**src/rtl/axil_pkg.sv**
```systemverilog
// Shared definitions for the AXI-Lite command master: bus widths, FSM states
// and AXI response codes.
package axil_pkg;

    localparam int unsigned ADDR_W = 32;
    localparam int unsigned DATA_W = 32;
    localparam int unsigned STRB_W = DATA_W / 8;

    typedef enum logic [2:0] {
        IDLE,
        WADDR,
        WRESP,
        RADDR,
        RDATA,
        RSP
    } state_e;

    typedef enum logic [1:0] {
        RESP_OKAY   = 2'd0,
        RESP_EXOKAY = 2'd1,
        RESP_SLVERR = 2'd2,
        RESP_DECERR = 2'd3
    } resp_e;

endpackage : axil_pkg

```
**src/rtl/axil_master.sv**
```systemverilog
// AXI-Lite single-outstanding master. Takes one read or write command, runs it
// on the AXI-Lite bus and returns a single response on the rsp_* channel.
// Optional feature macro: AXIL_MASTER_TIMEOUT_EN enables the sticky
// response-wait timeout flag err_timeout (otherwise tied low).
module axil_master
    import axil_pkg::*;
#(
    parameter int unsigned TIMEOUT_CYCLES = 1024
) (
    input  logic              clk,
    input  logic              rst,

    input  logic              cmd_valid,
    output logic              cmd_ready,
    input  logic              cmd_write,
    input  logic [ADDR_W-1:0] cmd_addr,
    input  logic [DATA_W-1:0] cmd_wdata,
    input  logic [STRB_W-1:0] cmd_wstrb,

    output logic              rsp_valid,
    input  logic              rsp_ready,
    output logic              rsp_write,
    output logic [DATA_W-1:0] rsp_rdata,
    output logic [1:0]        rsp_resp,

    output logic [ADDR_W-1:0] cbus_awaddr,
    output logic [2:0]        cbus_awprot,
    output logic              cbus_awvalid,
    input  logic              cbus_awready,
    output logic [DATA_W-1:0] cbus_wdata,
    output logic [STRB_W-1:0] cbus_wstrb,
    output logic              cbus_wvalid,
    input  logic              cbus_wready,
    input  logic [1:0]        cbus_bresp,
    input  logic              cbus_bvalid,
    output logic              cbus_bready,

    output logic [ADDR_W-1:0] cbus_araddr,
    output logic [2:0]        cbus_arprot,
    output logic              cbus_arvalid,
    input  logic              cbus_arready,
    input  logic [DATA_W-1:0] cbus_rdata,
    input  logic [1:0]        cbus_rresp,
    input  logic              cbus_rvalid,
    output logic              cbus_rready,

    output logic              err_timeout
);

    state_e              state_q, state_d;
    logic [ADDR_W-1:0]   addr_q, addr_d;
    logic [DATA_W-1:0]   wdata_q, wdata_d;
    logic [STRB_W-1:0]   wstrb_q, wstrb_d;
    logic                write_q, write_d;
    logic                aw_done_q, aw_done_d;
    logic                w_done_q, w_done_d;
    logic [DATA_W-1:0]   rdata_q, rdata_d;
    resp_e               resp_q, resp_d;

    // State and transaction registers; reset abandons any in-flight transfer.
    always_ff @(posedge clk or posedge rst) begin
        if (rst) begin
            state_q   <= IDLE;
            addr_q    <= '0;
            wdata_q   <= '0;
            wstrb_q   <= '0;
            write_q   <= 1'b0;
            aw_done_q <= 1'b0;
            w_done_q  <= 1'b0;
            rdata_q   <= '0;
            resp_q    <= RESP_OKAY;
        end else begin
            state_q   <= state_d;
            addr_q    <= addr_d;
            wdata_q   <= wdata_d;
            wstrb_q   <= wstrb_d;
            write_q   <= write_d;
            aw_done_q <= aw_done_d;
            w_done_q  <= w_done_d;
            rdata_q   <= rdata_d;
            resp_q    <= resp_d;
        end
    end

    // Next-state and handshake outputs; AW and W complete independently and
    // WADDR is left only once both have been seen.
    always_comb begin
        state_d      = state_q;
        addr_d       = addr_q;
        wdata_d      = wdata_q;
        wstrb_d      = wstrb_q;
        write_d      = write_q;
        aw_done_d    = aw_done_q;
        w_done_d     = w_done_q;
        rdata_d      = rdata_q;
        resp_d       = resp_q;
        cmd_ready    = 1'b0;
        cbus_awvalid = 1'b0;
        cbus_wvalid  = 1'b0;
        cbus_bready  = 1'b0;
        cbus_arvalid = 1'b0;
        cbus_rready  = 1'b0;
        rsp_valid    = 1'b0;

        case (state_q)
            IDLE: begin
                // cmd_ready must read 0 while reset is held, even though
                // the state register already sits in IDLE.
                cmd_ready = ~rst;
                if (cmd_valid) begin
                    addr_d    = cmd_addr;
                    wdata_d   = cmd_wdata;
                    wstrb_d   = cmd_wstrb;
                    write_d   = cmd_write;
                    aw_done_d = 1'b0;
                    w_done_d  = 1'b0;
                    state_d   = cmd_write ? WADDR : RADDR;
                end
            end
            WADDR: begin
                cbus_awvalid = ~aw_done_q;
                cbus_wvalid  = ~w_done_q;
                aw_done_d    = aw_done_q | cbus_awready;
                w_done_d     = w_done_q | cbus_wready;
                if (aw_done_d && w_done_d) begin
                    state_d = WRESP;
                end
            end
            WRESP: begin
                cbus_bready = 1'b1;
                if (cbus_bvalid) begin
                    resp_d  = resp_e'(cbus_bresp);
                    rdata_d = '0;
                    state_d = RSP;
                end
            end
            RADDR: begin
                cbus_arvalid = 1'b1;
                if (cbus_arready) begin
                    state_d = RDATA;
                end
            end
            RDATA: begin
                cbus_rready = 1'b1;
                if (cbus_rvalid) begin
                    resp_d  = resp_e'(cbus_rresp);
                    rdata_d = cbus_rdata;
                    state_d = RSP;
                end
            end
            RSP: begin
                rsp_valid = 1'b1;
                if (rsp_ready) begin
                    state_d = IDLE;
                end
            end
            default: state_d = IDLE;
        endcase
    end

    assign cbus_awaddr = addr_q;
    assign cbus_araddr = addr_q;
    assign cbus_wdata  = wdata_q;
    assign cbus_wstrb  = wstrb_q;
    assign cbus_awprot = 3'b000;
    assign cbus_arprot = 3'b000;
    assign rsp_write   = write_q;
    assign rsp_rdata   = rdata_q;
    assign rsp_resp    = resp_q;

`ifdef AXIL_MASTER_TIMEOUT_EN
    localparam int unsigned      CNT_W    = $clog2(TIMEOUT_CYCLES + 1);
    localparam logic [CNT_W-1:0] CNT_MAX  = CNT_W'(TIMEOUT_CYCLES);
    localparam logic [CNT_W-1:0] CNT_LAST = CNT_W'(TIMEOUT_CYCLES - 1);

    logic             cmd_fire;
    logic [CNT_W-1:0] tmo_cnt_q, tmo_cnt_d;
    logic             err_q, err_d;

    assign cmd_fire = cmd_valid & cmd_ready;

    // Count cycles waiting for B/R; the flag sets on reaching the limit,
    // the wait continues, and the flag clears on the next accepted command.
    always_comb begin
        tmo_cnt_d = '0;
        err_d     = err_q;
        if (state_q == WRESP || state_q == RDATA) begin
            tmo_cnt_d = (tmo_cnt_q == CNT_MAX) ? tmo_cnt_q : tmo_cnt_q + CNT_W'(1);
            if (tmo_cnt_q == CNT_LAST) begin
                err_d = 1'b1;
            end
        end
        if (cmd_fire) begin
            err_d = 1'b0;
        end
    end

    // Timeout counter and sticky flag registers.
    always_ff @(posedge clk or posedge rst) begin
        if (rst) begin
            tmo_cnt_q <= '0;
            err_q     <= 1'b0;
        end else begin
            tmo_cnt_q <= tmo_cnt_d;
            err_q     <= err_d;
        end
    end

    assign err_timeout = err_q;
`else
    // The wait limit has no effect when the timeout feature is compiled out.
    logic unused_timeout_cfg;
    assign unused_timeout_cfg = |TIMEOUT_CYCLES;
    assign err_timeout        = 1'b0;
`endif

endmodule : axil_master

```
**config.mk**
```make
export PLATFORM = sky130hd
export DESIGN_NAME = axil_master
export DESIGN_NICKNAME = d
export VERILOG_FILES = /design/src/rtl/axil_pkg.sv /design/src/rtl/axil_master.sv
export SDC_FILE = /design/constraint.sdc
export NUM_CORES = 1
export LEC_CHECK = 0
export ABC_AREA = 1
export CORE_UTILIZATION = 39
export DETAILED_ROUTE_END_ITERATION = 6
export PLACE_DENSITY_LB_ADDON = 0.05
export RECOVER_POWER = 50
export SYNTH_ARGS = -nofsm -noshare
export SYNTH_HDL_FRONTEND = slang
export SYNTH_SLANG_ARGS = --single-unit
```
**constraint.sdc**
```tcl
create_clock -name clk -period 3.5 [get_ports clk]
set_input_delay 0.35 -clock clk [delete_from_list [all_inputs] [get_ports clk]]
set_output_delay 0.35 -clock clk [all_outputs]
set_load 0.02 [all_outputs]
```
Word-level counts from Yosys, hierarchy flattened
Index checks and enable logic that the tools add are counted.
{ "totals": {"input_bits": 114, "regBits": 108, "out_inout_bits": 149} }
{ "op_classes": {"eq_ne": 11, "reduce_logical": 8, "bitwise": 5, "n_mux": 24} }
{ "op_table": {"columns": ["cell", "n"], "rows": [
  ["32-bit 2-to-1 mux", 2],
  ["32-bit case mux with 2 select lines", 1],
  ["3-bit 2-to-1 mux", 6],
  ["3-bit case mux with 6 select lines", 1],
  ["2-bit != test, second input constant", 6],
  ["1-bit 2-to-1 mux", 8],
  ["3-bit by 2-bit equality test with 1-bit output, second input constant", 2],
  ["3-bit equality test, second input constant", 2],
  ["2-bit 2-to-1 mux", 3],
  ["6-bit AND reduction", 1],
  ["1-bit case mux with 2 select lines", 2],
  ["2-bit case mux with 2 select lines", 1],
  ["2-bit AND reduction", 2],
  ["2-bit nonzero test", 2],
  ["3-bit by 1-bit equality test with 1-bit output, second input constant", 1],
  ["3-bit zero test", 1],
  ["1-bit inverter", 3],
  ["3-bit AND reduction", 1],
  ["1-bit bitwise OR", 2],
  ["1-bit logical AND", 1]
]} }

Depth between registers and ports, before layout
{ "depth": {"depth_word": 4, "depth_mapped": 10, "mapped_depth_nobuf": 9} }

Worst setup path before layout
Ideal clock, no wire load.
{ "synth_timing": {"path_type": "register to output", "startpoint": "register state_q[0]", "endpoint": "output port cmd_ready", "stages_incl_launch_ff": 5, "arrival_time_ps": 1193, "setup_slack_ps": 1957, "path_cell_list": "dfrtp_1 -> nor2_4 -> nand2_2 -> clkbuf_1 -> nor2_1"} }
{ "synth_via": {"elab_chain_len": 2} }
{ "synth_rtl": {"columns": ["element", "line_no", "rtl"], "rows": [
  ["from (decl)", "axil_master.sv:50", "state_e state_q, state_d;"],
  ["from (signal assigned)", "axil_master.sv:73", "state_q <= state_d;"],
  ["3-bit zero test", "axil_master.sv:105", "case (state_q)"],
  ["1-bit 2-to-1 mux", "axil_master.sv:105", null],
  ["to (decl)", "axil_master.sv:14", "output logic cmd_ready,"]
]} }
Every way passes these cells.

Worst setup path after layout
{ "layout_timing": {"startpoint": "register state_q[0]", "endpoint": "register addr_q[2] (netlist: cbus_araddr[2])"} }
{ "layout_via": {"elab_chain_len": 2} }
{ "layout_rtl": {"columns": ["element", "line_no", "rtl"], "rows": [
  ["3-bit zero test", "axil_master.sv:105", null],
  ["2-bit AND reduction (no line)", null, null],
  ["to (signal assigned)", "axil_master.sv:74", "addr_q <= addr_d;"],
  ["to (decl)", "axil_master.sv:51", "logic [ADDR_W-1:0] addr_q, addr_d;"]
]} }
Every way passes these cells.
A chain may end at the register's enable or synchronous reset.

==> PnR_summary.wiki <==
{| class="wikitable"
! Metric !! Value
|-
| Via count of the first global-routing pass || 4377
|-
| Main combinational cell family by area after synthesis || simple AND/OR/NAND/NOR gates
|-
| Worst slew margin || -38.0%
|-
| Number of endpoints with negative hold slack in the final report || 0
|-
| Final Wtd Congestion || between 0.7 and 0.8
|-
| Global route overflow || 0
|-
| Placeable core region || 11600 um^2
|-
| Die footprint || 12600 um^2
|-
| Violated checks || design-rule violations, max-capacitance violations, max-slew violations
|-
| Source of the critical timing path || state_q[0]
|-
| CP arrival || roughly 2.9 ns
|-
| Boundary pin count || 263
|-
| Number of antenna violations at the first check in global routing || 0
|-
| Complex-gate fraction of the synthesized area || 7.81%
|-
| Aggregate negative setup slack || 0 ns
|-
| Post-route minimum period || 2.59 ns
|-
| Worst-case clock buffer depth || 2
|-
| Largest net degree at the start of global routing || 71
|-
| Instance count of the mapped netlist || 554
|-
| Row cnt || 39
|-
| Share of the yosys chip area belonging to registers || 57.0%
|-
| Share of synthesized cell area in full adder, half adder and majority cells || 0%
|-
| Placed Cells incl. Taps || 894
|-
| Total of cells resized after clock tree synthesis || 0
|-
| Status || finished with violations
|-
| Area Growth Syn to Fin || 56.5%
|-
| Number of nets in the final layout || a little under 900
|-
| Synthesized-area fraction occupied by and/or/nand/nor cells || between 20% and 30%
|-
| Maximum fanout count along the critical path || 56
|-
| Endpoint of the worst setup timing path || cbus_araddr[2]
|-
| Yosys reg bits || about 110
|-
| Distinct cell type count after synthesis || 21
|-
| TritonCTS clock tree || yes
|-
| Total power per unit cell area || 929 nW/um^2
|-
| Total GRT Usage || 22.2%
|-
| Number of sinks driven by the clock tree || 108
|-
| DRC errors left || 17
|-
| Num CTS Buffers || 9
|-
| Number of H-tree levels || 3
|-
| Post-CTS setup repair buffer count || 0
|-
| Data required time at the worst endpoint || 3.77 ns
|-
| Multiplexer share of the synthesized area || 0%
|-
| Final total power || 6.90 mW
|-
| Routed WL per cell || 15.0 um
|-
| Pre-CTS worst setup slack || about 1.5 ns
|-
| Horizontal die dimension || roughly 110 um
|-
| Maximum Capacitance Violations || 1
|-
| Ys async rst share || 100%
|-
| Filler-free cell count of the finished design || around 900
|-
| Share of the synthesized area in the top cell type || 57.0%
|-
| Xor and xnor fraction of the mapped netlist area || 0%
|-
| Mapped Avg Cell Area || 8.56 um^2
|-
| Total via count in the routed design || about 4400
|-
| First-pass iteration count of the detailed router || 7
|-
| Leakage component of the power || ~3.6 nW
|-
| Count of input and output buffers || 255
|-
| Cell types with the highest counts after synthesis || sky130_fd_sc_hd__nand2_1, sky130_fd_sc_hd__dfrtp_1, sky130_fd_sc_hd__o21ai_0
|-
| CTS root buffer || sky130_fd_sc_hd__clkbuf_16
|-
| Share of cells above drive strength 1 || 3.52%
|-
| Post-route worst setup slack || 0.906 ns
|-
| R2R depth || 6
|-
| Hold WC Path Type || flop to flop
|-
| First-pass GRT wire length || 22.2 mm
|-
| Half-perimeter wire length after placement || 9.74 mm
|-
| Setup clock skew after layout || approximately 0.006 ns
|-
| Ranking of synthesized cells by area || sky130_fd_sc_hd__dfrtp_1, sky130_fd_sc_hd__nand2_1, sky130_fd_sc_hd__o21ai_0
|-
| Initial core utilization || 40.8%
|-
| Pins over their slew limit || 54
|-
| Reg2Reg Setup Slack || 0.91 ns
|-
| Maximum clock rate || about 390 MHz
|-
| First-iteration detailed-routing DRC count || approximately 250
|-
| Clock edge transition at the registers on the reported setup and hold paths || ~0.070 ns
|-
| Top-count cell post-synth || sky130_fd_sc_hd__nand2_1
|-
| Routed Wire Length || 13.6 mm
|-
| Post-synth design cell area || 4740 um^2
|-
| Cell type with the highest aggregate area in the netlist || sky130_fd_sc_hd__dfrtp_1
|-
| Final Cycle Share || approximately three quarters
|-
| Endpoint type of the worst setup path || flop
|-
| Number of vias per cell || 4.79
|-
| Prevailing post-synth register cell || sky130_fd_sc_hd__dfrtp_1
|-
| Total of warnings raised by yosys || 0
|-
| Critical path class || flop to flop
|-
| Setup repair after global routing missed its margin || no
|-
| IR Drop Worst-Case VDD || 0.486 mV
|-
| Reg-to-reg critical path startpoint || state_q[0]
|-
| Destination of the worst register-to-register timing path || cbus_araddr[2]
|-
| Pin slew with the least headroom to its limit || 2.07 ns
|-
| Number of antenna diodes || 0
|-
| Antenna Nets Post-Route || 0
|-
| Final setup viols || 0
|-
| Latest clock arrival within the worst-skew pair || 0.34 ns
|-
| CTS hold repair buffers || 0
|-
| Crit start category || flop
|-
| Die Span Y || about 110 um
|-
| EDFF count, synth || 0
|}
## metrics by stage
stage	util, %	instance area, um^2	hold slack (ns)
floorplan	-	4770	0.467
global placement	61.3	7120	0.453
detailed placement	61.3	7120	0.459
CTS	64.0	7440	0.476
global route	63.9	7420	0.496
finish	63.9	7420	0.465
## final cells by class
| cell class | count | area (um^2) |
|---|---|---|
| clock buffer | 12 | 246 |
| multi-input combinational | 366 | 1540 |
| sequential | 108 | 2700 |
| timing repair buffer | 260 | 2620 |
| clock inverter | 4 | 72.6 |
| fill | 1029 | 4190 |
| tap | 143 | 179 |
| inverter | 17 | 66.3 |
## per-layer routing
metal | track usage [%] | vias to the layer above | share of wire (%)
li1 | - | 2120 | -
met1 | 27.5 | 2071 | 39
met2 | 37.7 | 164 | 51
met3 | 6.48 | 7 | 9.4
met4 | 6.67 | 0 | 0.93
met5 | 0 | - | 0
## state kept, by name, indices dropped and copies added, names as in the netlist
signal	count
rsp_write	1
cbus_wstrb	4
cbus_wdata	32
aw_done_q	1
rsp_resp	2
rsp_rdata	32
w_done_q	1
cbus_araddr	32
state_q	3
## cells by family after synthesis
group / after synthesis
AND/OR/NAND/NOR: 285
flip-flops: 108
buffers and inverters: 86
AO/OA/AOI/OAI: 74
other: 1
## where the power goes
group | switching, mW | internal, mW
clock network | 0.436 | 0.646
registers | 0.341 | 1.80
logic | 2.11 | 1.57
total | 2.88 | 4.01
## worst min-delay path by stage
stage,start,slack [ns],cells past startpoint,end
after global routing,rsp_rdata[9],0.50,2,rsp_rdata[9]
after CTS,rsp_rdata[1],0.48,2,rsp_rdata[1]
after floorplan,cmd_addr[0],0.47,2,cbus_araddr[0]
final,rsp_rdata[16],0.47,2,rsp_rdata[16]
after global placement,rsp_rdata[28],0.45,2,rsp_rdata[28]
after detailed placement,rsp_rdata[9],0.46,2,rsp_rdata[9]
## critical path, stage by stage, from the launching register on
cell                      delay [ns]
sky130_fd_sc_hd__dfrtp_1        0.45
sky130_fd_sc_hd__nor2_4         0.17
sky130_fd_sc_hd__nand2_1        0.39
sky130_fd_sc_hd__nor2_1         0.97
sky130_fd_sc_hd__buf_12         0.34
sky130_fd_sc_hd__nand2_1        0.10
sky130_fd_sc_hd__nand2_1        0.09
## cell usage in the layout, fill, tap and decap left out, types with 2 or more instances in the layout
cell type / count
sky130_fd_sc_hd__a21oi_1: 2
sky130_fd_sc_hd__buf_12: 2
sky130_fd_sc_hd__buf_4: 3
sky130_fd_sc_hd__bufinv_16: 2
sky130_fd_sc_hd__clkbuf_1: 2
sky130_fd_sc_hd__clkbuf_16: 9
sky130_fd_sc_hd__clkdlybuf4s50_1: 220
sky130_fd_sc_hd__conb_1: 7
sky130_fd_sc_hd__dfrtp_1: 108
sky130_fd_sc_hd__dlygate4sd3_1: 35
sky130_fd_sc_hd__inv_1: 11
sky130_fd_sc_hd__inv_2: 4
sky130_fd_sc_hd__nand2_1: 232
sky130_fd_sc_hd__nand3_1: 38
sky130_fd_sc_hd__nor2_1: 8
sky130_fd_sc_hd__nor2_4: 2
sky130_fd_sc_hd__nor3_1: 2
sky130_fd_sc_hd__o21ai_0: 72
Note: power is estimated with default switching activity, not from simulation.
